<file path="src/rtl/alu_seq.sv">
// alu_seq: registered ALU with persistent CLFZN flag register and one-bit-per-cycle shifts.
// Defining ALU_MUL_EN adds an unsigned shift-add MUL (1010_1000).
module alu_seq #(
  parameter int WIDTH = 16,
  parameter int SHW = 4
) (
  input  logic             clk,
  input  logic             reset,
  input  logic             in_valid,
  output logic             in_ready,
  input  logic [3:0]       opcode,
  input  logic [3:0]       opext,
  input  logic [WIDTH-1:0] A,
  input  logic [WIDTH-1:0] B,
  input  logic             flag_ld,
  input  logic [4:0]       flag_in,
  output logic [WIDTH-1:0] S,
  output logic             out_valid,
  output logic             res_we,
  output logic [4:0]       CLFZN
);
  localparam int CW = (SHW > 6) ? SHW : 6;
`ifdef ALU_MUL_EN
  typedef enum logic [1:0] {IDLE, SHIFT, MUL} state_t;
`else
  typedef enum logic [1:0] {IDLE, SHIFT} state_t;
`endif
  state_t state_q, state_d;
  logic [WIDTH-1:0] s_q, s_d, sh_q, sh_d, sh_nx, res;
  logic [4:0] flags_q, flags_d, fl;
  logic ov_q, ov_d, we_q, we_d, we, keep, is_sh, accept;
  logic [1:0] shk_q, shk_d, shk;
  logic [CW-1:0] cnt_q, cnt_d;
  logic [WIDTH:0] sum_n, sum_c, dif;
  logic [SHW-1:0] k;
  logic add_v, addc_v, sub_v;
`ifdef ALU_MUL_EN
  logic is_mul;
  logic [2*WIDTH-1:0] prod_q, prod_d, prod_nx;
  logic [WIDTH-1:0] mcand_q, mcand_d;
  logic [WIDTH:0] msum;
`endif
  assign in_ready = state_q == IDLE;
  assign accept = in_valid && in_ready;
  assign k = B[SHW-1:0];
  assign sum_n = {1'b0, A} + {1'b0, B};
  assign sum_c = sum_n + {{WIDTH{1'b0}}, flags_q[4]};
  assign dif = {1'b0, A} - {1'b0, B};
  assign add_v = (A[WIDTH-1] == B[WIDTH-1]) && (sum_n[WIDTH-1] != A[WIDTH-1]);
  assign addc_v = (A[WIDTH-1] == B[WIDTH-1]) && (sum_c[WIDTH-1] != A[WIDTH-1]);
  assign sub_v = (A[WIDTH-1] != B[WIDTH-1]) && (dif[WIDTH-1] != A[WIDTH-1]);
  assign sh_nx = shk_q == 2'd0 ? sh_q << 1 :
                 shk_q == 2'd1 ? sh_q >> 1 : {sh_q[WIDTH-1], sh_q[WIDTH-1:1]};
`ifdef ALU_MUL_EN
  assign msum = {1'b0, prod_q[2*WIDTH-1:WIDTH]} + (prod_q[0] ? {1'b0, mcand_q} : '0);
  assign prod_nx = {msum, prod_q[WIDTH-1:1]};
`endif
  assign S = s_q;
  assign out_valid = ov_q;
  assign res_we = we_q;
  assign CLFZN = flags_q;
  // Decode: explicit encodings are listed before the opcode-only wildcards so they win.
  always_comb begin
    res = '0;
    we = 1'b1;
    keep = 1'b0;
    fl = flags_q;
    is_sh = 1'b0;
    shk = 2'd0;
`ifdef ALU_MUL_EN
    is_mul = 1'b0;
`endif
    casez ({opcode, opext})
      8'b0000_0101, 8'b0101_????: begin
        res = sum_n[WIDTH-1:0];
        fl[2] = add_v;
        fl[1] = ~|sum_n[WIDTH-1:0];
      end
      8'b0000_0110, 8'b0110_????: begin
        res = sum_n[WIDTH-1:0];
        fl[4] = sum_n[WIDTH];
        fl[1] = ~|sum_n[WIDTH-1:0];
      end
      8'b0000_0111, 8'b0111_????: begin
        res = sum_c[WIDTH-1:0];
        fl[4] = sum_c[WIDTH];
        fl[2] = addc_v;
        fl[1] = ~|sum_c[WIDTH-1:0];
      end
      8'b1010_0101, 8'b1010_0110: begin
        res = sum_c[WIDTH-1:0];
        fl[4] = sum_c[WIDTH];
        fl[1] = ~|sum_c[WIDTH-1:0];
      end
      8'b0000_1001, 8'b1001_????: begin
        res = dif[WIDTH-1:0];
        fl[4] = dif[WIDTH];
        fl[2] = sub_v;
        fl[1] = ~|dif[WIDTH-1:0];
      end
      8'b0000_1011, 8'b1011_????, 8'b1010_0010: begin
        we = 1'b0;
        keep = 1'b1;
        fl[3] = A < B;
        fl[1] = A == B;
        fl[0] = $signed(A) < $signed(B);
      end
      8'b0000_0001: res = A & B;
      8'b0000_0010: res = A | B;
      8'b0000_0011: res = A ^ B;
      8'b1010_0011: res = ~A;
      8'b0000_1101, 8'b1101_????: res = B;
      8'b1000_????, 8'b1010_0001: begin
        res = A;
        is_sh = 1'b1;
      end
      8'b0000_1110, 8'b1110_????: begin
        res = A;
        is_sh = 1'b1;
        shk = 2'd1;
      end
      8'b1010_0100: begin
        res = A;
        is_sh = 1'b1;
        shk = 2'd2;
      end
`ifdef ALU_MUL_EN
      8'b1010_1000: is_mul = 1'b1;
`endif
      default: we = 1'b0;
    endcase
  end
  always_comb begin
    state_d = state_q;
    s_d = s_q;
    flags_d = flags_q;
    ov_d = 1'b0;
    we_d = 1'b0;
    sh_d = sh_q;
    shk_d = shk_q;
    cnt_d = cnt_q;
`ifdef ALU_MUL_EN
    prod_d = prod_q;
    mcand_d = mcand_q;
`endif
    if (state_q == IDLE && accept) begin
      if (is_sh && k != '0) begin
        state_d = SHIFT;
        sh_d = A;
        shk_d = shk;
        cnt_d = CW'(k);
      end
`ifdef ALU_MUL_EN
      else if (is_mul) begin
        state_d = MUL;
        prod_d = {{WIDTH{1'b0}}, B};
        mcand_d = A;
        cnt_d = CW'(WIDTH);
      end
`endif
      else begin
        s_d = keep ? s_q : res;
        flags_d = fl;
        ov_d = 1'b1;
        we_d = we;
      end
    end
    if (state_q == SHIFT) begin
      sh_d = sh_nx;
      cnt_d = cnt_q - CW'(1);
      if (cnt_q == CW'(1)) begin
        state_d = IDLE;
        s_d = sh_nx;
        ov_d = 1'b1;
        we_d = 1'b1;
      end
    end
`ifdef ALU_MUL_EN
    if (state_q == MUL) begin
      prod_d = prod_nx;
      cnt_d = cnt_q - CW'(1);
      if (cnt_q == CW'(1)) begin
        state_d = IDLE;
        s_d = prod_nx[WIDTH-1:0];
        flags_d[4] = |prod_nx[2*WIDTH-1:WIDTH];
        flags_d[1] = ~|prod_nx[WIDTH-1:0];
        ov_d = 1'b1;
        we_d = 1'b1;
      end
    end
`endif
    if (flag_ld) flags_d = flag_in;
  end
  always_ff @(posedge clk) begin
    if (reset) begin
      state_q <= IDLE;
      s_q <= '0;
      flags_q <= '0;
      ov_q <= 1'b0;
      we_q <= 1'b0;
      sh_q <= '0;
      shk_q <= '0;
      cnt_q <= '0;
    end else begin
      state_q <= state_d;
      s_q <= s_d;
      flags_q <= flags_d;
      ov_q <= ov_d;
      we_q <= we_d;
      sh_q <= sh_d;
      shk_q <= shk_d;
      cnt_q <= cnt_d;
    end
  end
`ifdef ALU_MUL_EN
  always_ff @(posedge clk) begin
    if (reset) begin
      prod_q <= '0;
      mcand_q <= '0;
    end else begin
      prod_q <= prod_d;
      mcand_q <= mcand_d;
    end
  end
`endif
endmodule

</file>
<file path="config.mk">
export PLATFORM = sky130hd
export DESIGN_NAME = alu_seq
export DESIGN_NICKNAME = d
export VERILOG_FILES = /design/src/rtl/alu_seq.sv
export SDC_FILE = /design/constraint.sdc
export NUM_CORES = 1
export LEC_CHECK = 0
export CAP_MARGIN = 20
export CORE_MARGIN = 10
export CORE_UTILIZATION = 59
export CTS_BUF_LIST = sky130_fd_sc_hd__clkbuf_4 sky130_fd_sc_hd__clkbuf_8
export CTS_CLUSTER_DIAMETER = 120
export DETAILED_ROUTE_END_ITERATION = 16
export PLACE_DENSITY = 0.84
export SLEW_MARGIN = 30
export SYNTH_ARGS = -nofsm -noshare
export SYNTH_HDL_FRONTEND = slang
export SYNTH_SLANG_ARGS = --single-unit
</file>
<file path="constraint.sdc">
create_clock -name clk -period 3.62 [get_ports clk]
set_input_delay 0.543 -clock clk [delete_from_list [all_inputs] [get_ports clk]]
set_output_delay 0.543 -clock clk [all_outputs]
set_load 0.02 [all_outputs]
</file>
==> summary.md, run 1 <==
| Metric | Value |
|---|---|
| Run status | complete, no violations |
| Setup violation total in the final timing report | 0 |
| Register Area | about 980 um^2 |
| Core outline area | 0.00982 mm^2 |
| Initial core utilization | between 60% and 70% |
| Sum of routed wire length over all layers | between 20000 and 25000 um |
| Number of clock sinks seen by CTS | ~50 |
| # DRC | 0 |
| Largest area contributor in the netlist | sky130_fd_sc_hd__dfxtp_1 |
| Share of cell area taken by muxes after synthesis | between 2 and 3% |
| Worst hold path cell count | 2 |
| Part of the power in registers | 26.0% |
| Placed Area | roughly 0.0077 mm^2 |
| Area of the multi-input gates | roughly 0.0047 mm^2 |
| Pins Over Slew Limit | 0 |
| Slack of the critical path | about 0.11 ns |
| Endpoints failing hold | 0 |
| Cell count after synthesis | roughly 790 |
| Vias in the first global route | between 7000 and 8000 |
| Most frequently used cell type in the post-synthesis netlist | sky130_fd_sc_hd__nor2_1 |
| Level count of the clock H-tree | 2 |
| Number of cell rows | 36 |
| Max-Cap Viols | 0 |
| Largest clock skew in the final design | approximately 0.0055 ns |
| Maximum number of pins on one net before global-route repair | 49 |
| Number of enable-type register cells in the synthesized netlist | 0 |
| Cell count of the worst reg-to-reg path | 11 |
| Worst R2R Start | CLFZN[4] |
| Critical path launch point type | input pin |
| Final critical-path required period | between 3 and 4 ns |
| Transition time of the tightest slew-check pin | roughly 0.73 ns |
| Post-synthesis sequential element count | 49 |
| Global-route usage over all layers | about 30% |
| Minimum setup slack among reg-to-reg paths | approximately 0.95 ns |
| Int Pwr | approximately 1.4 mW |
| Post-CTS Hold Buffers | 0 |
| Dominant combinational cell family by area after synthesis | compound AO/OA/AOI/OAI gates |
| Number of antenna violations at the first check in global routing | 0 |
| Type of element capturing the critical path | register |
| Root Driver | sky130_fd_sc_hd__clkbuf_8 |
| Fraction of registers with async set or reset after synthesis | 0% |
| Latest clock arrival within the worst-skew pair | ~0.32 ns |
| Worst endpoint data arrival time | roughly 3.7 ns |
| Class of the most critical setup path | in2reg |
| Number of optimization iterations in the first detailed-route pass | 6 |
| I/O pin total | 73 |
| Total number of vias | around 7400 |
| Drt wl/cell | 21.5 um |
| Post-synthesis cell type count | 81 |
| Static power due to leakage | 3.54 nW |
| Clock-pin transition on the worst setup and hold timing paths | around 0.10 ns |
| HPWL Detailed | 17600 um |
| RePlAce Congestion | a little over 1 |
| Post-Synth Adder-Cell Area | about 13% |
| Post-DRT Antenna Nets | 0 |
| Fraction of the yosys area taken by sequential cells | between 10% and 20% |
| Layout overhead on the synthesized area | 36.1% |
| Total net switching power | about 0.86 mW |
| Y dimension of the die | approximately 120 um |
| Hold Path Class | reg2reg |
| Worst-case setup slack after placement | -0.538 ns |
| Antenna diode instance count | 0 |
| Number of buffers created by CTS | 5 |
| Relative slew slack | between 50 and 60% |
| Xor-xnor portion of the synthesized cell area | 7.61% |
| Post-synthesis area per instance | 7.56 um^2 |
| Area fraction in and, or, nand and nor cells after synthesis | about a fifth |
| Fraction of the mapped netlist area in compound gates | approximately a third |
| CTS max path bufs | 2 |
| Dominant cells by area after synthesis | sky130_fd_sc_hd__dfxtp_1 16%, sky130_fd_sc_hd__ha_1 12%, sky130_fd_sc_hd__nor2_1 6.5% |
| Iter 0 DRT Violations | about 1000 |
| Combinational share of power | about half |
| Aggregate global routing overflow | 0 |
| Horizontal extent of the die | roughly 120 um |
| Largest voltage drop on the vdd net | around 0.25 mV |
| Power density of the placed cells | roughly 270 mW/mm^2 |
| Capture endpoint of the worst hold path | CLFZN[0] |
| Data required, critical path | approximately 3.8 ns |
| Number of buffer cells added on primary ports | approximately 70 |
| Beginning of the critical path | A[5] |
| Share of the clock period used by the worst path after layout | 97.0% |
| Post-DR vias/cell | ~6.7 |
| Relative contribution of the clock network to total power | between 20 and 25% |
| Hold Startpoint | CLFZN[0] |
| Die Footprint | about 0.015 mm^2 |
| Top post-synthesis cells by count | 104 x sky130_fd_sc_hd__nor2_1, 59 x sky130_fd_sc_hd__a21oi_1, 57 x sky130_fd_sc_hd__ha_1 |
| Fraction of final layout cells with drive strength greater than 1 | about 22% |
| Number of fill cells in the layout | approximately 660 |
| Layout net count | about 1100 |
| Maximum fanout count along the critical path | 6 |
| Dominant register cell in the synthesized netlist | sky130_fd_sc_hd__dfxtp_1 |
| TritonCTS clock tree | done |
| First-pass GRT wire length | 36400 um |
| Fmax | 285 MHz |
| Number of warnings reported in the yosys synthesis log | 0 |
| Critical R2R Capture | S[12] |
| Final non-filler cell area | roughly 0.0081 mm^2 |
| Sw Share | 38.4% |
| Post-synth net total | ~900 |
| Mapped Area | between 0.005 and 0.006 mm^2 |
| Proportion of netlist area held by the largest area contributor | 16.4% |
-- cell families after synthesis --
family                   after synthesis
buffers and inverters                103
AO/OA/AOI/OAI                        254
multiplexers                          16
AND/OR/NAND/NOR                      257
adder cells (fa/ha/maj)               59
flip-flops                            49
XOR/XNOR                              51
-- timing repair --
action | 4_1_cts | 5_1_grt
buffers inserted | 2 | 7
hold endpoints to repair | 0 | 0
setup endpoints to repair | 11 | 17
pin swaps | 5 | 16
resized for setup | 19 | 33
-- cell type report --
cell class                 instances  share of cell area (%)
clock buffer                       5                   0.847
clock inverter                     3                   0.847
inverter                          54                    2.50
multi-input combinational        637                    58.1
sequential                        49                    12.1
tap                              133                    2.05
timing repair buffer             226                    23.6
-- cell usage in the layout (no fill, tap or decap), types with 10 or more instances in the layout --
cell type and count:
sky130_fd_sc_hd__o211ai_1 10, sky130_fd_sc_hd__a211oi_1 27, sky130_fd_sc_hd__dfxtp_1 49, sky130_fd_sc_hd__nand2_1 51, sky130_fd_sc_hd__xor2_1 10, sky130_fd_sc_hd__a21oi_1 58
sky130_fd_sc_hd__a221o_1 12, sky130_fd_sc_hd__nor2_1 104, sky130_fd_sc_hd__xnor2_1 39, sky130_fd_sc_hd__nand3_1 17, sky130_fd_sc_hd__clkdlybuf4s50_1 61, sky130_fd_sc_hd__buf_4 151
sky130_fd_sc_hd__ha_1 49, sky130_fd_sc_hd__nor3_1 14, sky130_fd_sc_hd__inv_1 45, sky130_fd_sc_hd__o21ai_0 21, sky130_fd_sc_hd__a221oi_1 35, sky130_fd_sc_hd__o22ai_1 12
sky130_fd_sc_hd__mux2i_1 15
-- worst max-delay path by stage --
stage / endpoint / depth (start not counted)
6_report: S[12] / 14
3_5_place_dp: S[14] / 13
4_1_cts: S[13] / 15
5_1_grt: S[13] / 15
3_3_place_gp: S[14] / 13
2_1_floorplan: S[11] / 11
-- routing by layer --
metal	wire (um)	part of all wire, %	vias to the layer above	track usage [%]
met3	2280	9.6	135	5.03
li1	-	-	3278	-
met5	0	0	-	0
met4	1670	7.0	0	21.5
met1	8940	38	3437	36.3
met2	10900	46	528	48.6
-- stage by stage --
| stage | util (%) | hold WS, ns | cells | TNS, ns | power (mW) |
|---|---|---|---|---|---|
| finish | 82.7 | 0.485 | 1107 | 0 | 2.23 |
| detailed placement | 78.6 | 0.469 | 1090 | -5.44 | 1.65 |
| global route | 82.7 | 0.510 | 1107 | -0.0284 | 2.31 |
| CTS | 81.1 | 0.482 | 1100 | 0 | 2.15 |
| floorplan | - | 0.452 | 789 | 0 | 1.19 |
| global placement | 78.6 | 0.446 | 1090 | -4.32 | 1.62 |
-- registers in the layout, summed over array words and instances, names as in the netlist --
name and cells:
shk_q 2, S 16, state_q 2, out_valid 1, sh_q 16, cnt_q 6, res_we 1, CLFZN 5
-- critical path: stages --
cell and delay (ns):
sky130_fd_sc_hd__clkdlybuf4s50_1 0.55, sky130_fd_sc_hd__inv_1 0.07, sky130_fd_sc_hd__ha_2 0.38, sky130_fd_sc_hd__nand2_1 0.10, sky130_fd_sc_hd__o31ai_4 0.35, sky130_fd_sc_hd__a21o_1 0.22
sky130_fd_sc_hd__a21boi_1 0.21, sky130_fd_sc_hd__buf_4 0.15, sky130_fd_sc_hd__xnor2_1 0.16, sky130_fd_sc_hd__buf_4 0.20, sky130_fd_sc_hd__or2b_2 0.31, sky130_fd_sc_hd__a31oi_1 0.25
sky130_fd_sc_hd__o21a_1 0.16, sky130_fd_sc_hd__a211oi_2 0.04
-- power by group through the flow --
stage / combinational (mW) / sequential [mW] / clock, mW
finish: 1.15 / 0.580 / 0.494
global route: 1.23 / 0.582 / 0.501
CTS: 1.09 / 0.579 / 0.483
detailed placement: 1.06 / 0.591 / 0
global placement: 1.03 / 0.590 / 0
floorplan: 0.582 / 0.603 / 0
Power figures use the tool's default switching activity.
==> run 2, diff against run 1 <==
--- a/config.mk
+++ b/config.mk
@@ -11,7 +11,8 @@
 export CTS_BUF_LIST = sky130_fd_sc_hd__clkbuf_4 sky130_fd_sc_hd__clkbuf_8
 export CTS_CLUSTER_DIAMETER = 120
 export DETAILED_ROUTE_END_ITERATION = 16
-export PLACE_DENSITY = 0.84
+export PLACE_DENSITY = 0.87
+export SKIP_CTS_REPAIR_TIMING = 1
 export SLEW_MARGIN = 30
 export SYNTH_ARGS = -nofsm -noshare
 export SYNTH_HDL_FRONTEND = slang
==> run 2 against run 1 <==
Compared with the run above:
- cell count decreased by 0.81%
- critical path depth decreased by 1
- die area unchanged
- non-clock buffer count decreased by 10
- global-route usage decreased by 1.1 points
- first-iteration DRC count decreased by 2.6%
- sequential power about the same
==> summary.md, run 2 (synthesis results as in run 1) <==
| Metric | Value |
|---|---|
| Run status | complete, no violations (unchanged) |
| Max-Cap Viols | 0 (unchanged) |
| Post-DRT Antenna Nets | 0 (unchanged) |
| Hold Path Class | reg2reg (unchanged) |
| Worst endpoint data arrival time | 3.78 ns (was 3.70 ns) |
| # DRC | 0 (unchanged) |
| Setup violation total in the final timing report | 0 (unchanged) |
| Maximum fanout count along the critical path | 5 (was 6) |
| Layout net count | 1071 (was 1081) |
| Largest clock skew in the final design | 0.00903 ns (was 0.00548 ns) |
| Initial core utilization | 60.8% (unchanged) |
| HPWL Detailed | 17300 um (was 17600 um) |
| Number of buffers created by CTS | 5 (unchanged) |
| Worst-case setup slack after placement | -0.608 ns (was -0.538 ns) |
| Number of clock sinks seen by CTS | 49 (unchanged) |
| Vias in the first global route | 7016 (was 7040) |
| Static power due to leakage | 3.51 nW (was 3.54 nW) |
| CTS max path bufs | 2 (unchanged) |
| Number of cell rows | 36 (unchanged) |
| RePlAce Congestion | 0.997 (was 1.02) |
| Latest clock arrival within the worst-skew pair | 0.31 ns (was 0.32 ns) |
| Drt wl/cell | 21.0 um (was 21.5 um) |
| Maximum number of pins on one net before global-route repair | 49 (unchanged) |
| Type of element capturing the critical path | register (unchanged) |
| Core outline area | 0.00982 mm^2 (unchanged) |
| Sum of routed wire length over all layers | 23000 um (was 23800 um) |
| Post-DR vias/cell | 6.61 (was 6.66) |
| Final critical-path required period | 3.53 ns (was 3.51 ns) |
| Level count of the clock H-tree | 2 (unchanged) |
| I/O pin total | 73 (unchanged) |
| Layout overhead on the synthesized area | 35.2% (was 36.1%) |
| Largest stage delay, worst path | 0.61 ns (was 0.55 ns) |
| Slack of the critical path | 0.0889 ns (was 0.110 ns) |
| Y dimension of the die | 121 um (unchanged) |
| Relative slew slack | 52.1% (was 51.0%) |
| Transition time of the tightest slew-check pin | 0.701 ns (was 0.732 ns) |
| Die Footprint | 0.0145 mm^2 (unchanged) |
| Aggregate global routing overflow | 0 (unchanged) |
| Clock-pin transition on the worst setup and hold timing paths | 0.10 ns (about the same) |
| Power density of the placed cells | 257 mW/mm^2 (was 274 mW/mm^2) |
| Total Neg Setup Slack | 0 ns (unchanged) |
| Global-route usage over all layers | 29.2% (was 30.3%) |
| Util after Layout | 82.2% (was 82.7%) |
| Fraction of final layout cells with drive strength greater than 1 | 22.2% (was 22.4%) |
| Number of optimization iterations in the first detailed-route pass | 5 (was 6) |
| Root Driver | sky130_fd_sc_hd__clkbuf_8 (unchanged) |
| Data required, critical path | 3.87 ns (was 3.81 ns) |
| Pwr Total | 2.07 mW (was 2.23 mW) |
| Highest-count cells in the layout ignoring fill and taps | 138 x sky130_fd_sc_hd__buf_4, 102 x sky130_fd_sc_hd__nor2_1, 61 x sky130_fd_sc_hd__clkdlybuf4s50_1, 58 x sky130_fd_sc_hd__a21oi_1, 51 x sky130_fd_sc_hd__nand2_1 (was 151 x sky130_fd_sc_hd__buf_4, 104 x sky130_fd_sc_hd__nor2_1, 61 x sky130_fd_sc_hd__clkdlybuf4s50_1, 58 x sky130_fd_sc_hd__a21oi_1, 51 x sky130_fd_sc_hd__nand2_1) |
| First-pass GRT wire length | 35300 um (was 36400 um) |
| Endpoints failing hold | 0 (unchanged) |
| Final non-filler cell area | 0.00807 mm^2 (was 0.00812 mm^2) |
| Number of buffer cells added on primary ports | 72 (unchanged) |
| Critical path launch point type | input pin (unchanged) |
| Fmax | 283 MHz (was 285 MHz) |
| Pins Over Slew Limit | 0 (unchanged) |
| Largest voltage drop on the vdd net | 0.227 mV (was 0.253 mV) |
| Iter 0 DRT Violations | 976 (was 1002) |
| Horizontal extent of the die | 121 um (unchanged) |
| Cells traversed along the worst timing path | clkdlybuf4s50_1, inv_1, ha_1, a21o_1, a31o_2, a22oi_2, nand2_2, a311o_1, buf_4, xnor2_1, xnor2_2, o41ai_2, o2bb2ai_1 (was clkdlybuf4s50_1, inv_1, ha_2, nand2_1, o31ai_4, a21o_1, a21boi_1, buf_4, xnor2_1, buf_4, or2b_2, a31oi_1, o21a_1, a211oi_2) |
| Most frequent standard cell in the layout excluding fill and tap cells | sky130_fd_sc_hd__buf_4 (unchanged) |
| Class of the most critical setup path | in2reg (unchanged) |
| Number of antenna violations at the first check in global routing | 1 (was 0) |
| TritonCTS clock tree | done (unchanged) |
| Worst-path cell with the longest stage delay | sky130_fd_sc_hd__clkdlybuf4s50_1 (unchanged) |
| Total number of vias | 7257 (was 7378) |
| Placed Area | 0.00767 mm^2 (was 0.00771 mm^2) |
| Share of the clock period used by the worst path after layout | 97.5% (was 97.0%) |
[run 2: changes by cell type in the layout (fill, tap and decap cells not counted), sizes merged]
cell          delta
dlymetal6s2s     +2
buf             -10
clkinv           +1
clkinvlp         +1
bufinv           -2
diode            +1
dlygate4sd2      -2
[run 2: worst paths after layout]
path                            startpoint       end  slack, ns  cells after the start
worst min-delay path              cnt_q[5]  cnt_q[5]       0.49                      2
worst max register to register  state_q[1]      S[2]       1.11                      7
worst min register to register    cnt_q[5]  cnt_q[5]       0.49                      2
worst max-delay path                  A[8]  CLFZN[2]       0.09                     13
[run 2: layout make-up]
type	count	area, um^2
clock inverter	3	21.3
tap	133	166
inverter	54	203
multi-input combinational	637	4760
sequential	49	981
clock buffer	5	68.8
timing repair buffer	216	1870
fill	704	1750
antenna	1	2.50
[run 2: layer usage]
| layer | vias to the layer above | share of wire, % | track usage [%] |
|---|---|---|---|
| li1 | 3258 | - | - |
| met1 | 3357 | 38 | 35.2 |
| met2 | 513 | 45 | 47.3 |
| met3 | 129 | 9.9 | 4.70 |
| met4 | 0 | 7.3 | 19.1 |
| met5 | - | 0 | 0 |
[run 2: worst max-delay path: cells and delay by family]
| family | cells | cell delay (ns) |
|---|---|---|
| compound gates | 6 | 1.56 |
| fa+ha+maj | 1 | 0.37 |
| xor+xnor | 2 | 0.33 |
| buf+inv | 3 | 0.84 |
| simple gates | 1 | 0.14 |
[run 2: where the power goes]
part           leakage [nW]  internal (mW)  switching (mW)  total, mW
sequential            0.398          0.562          0.0183      0.581
combinational          3.07          0.534           0.619       1.15
clock                0.0445          0.138           0.202      0.340
total                  3.51           1.23           0.839       2.07
[run 2: per-stage QoR]
stage	cells	hold WS, ns
6_report	1098	0.492
5_1_grt	1098	0.515
4_1_cts	1092	0.493
3_5_place_dp	1084	0.475
3_3_place_gp	1084	0.455
2_1_floorplan	789	0.452
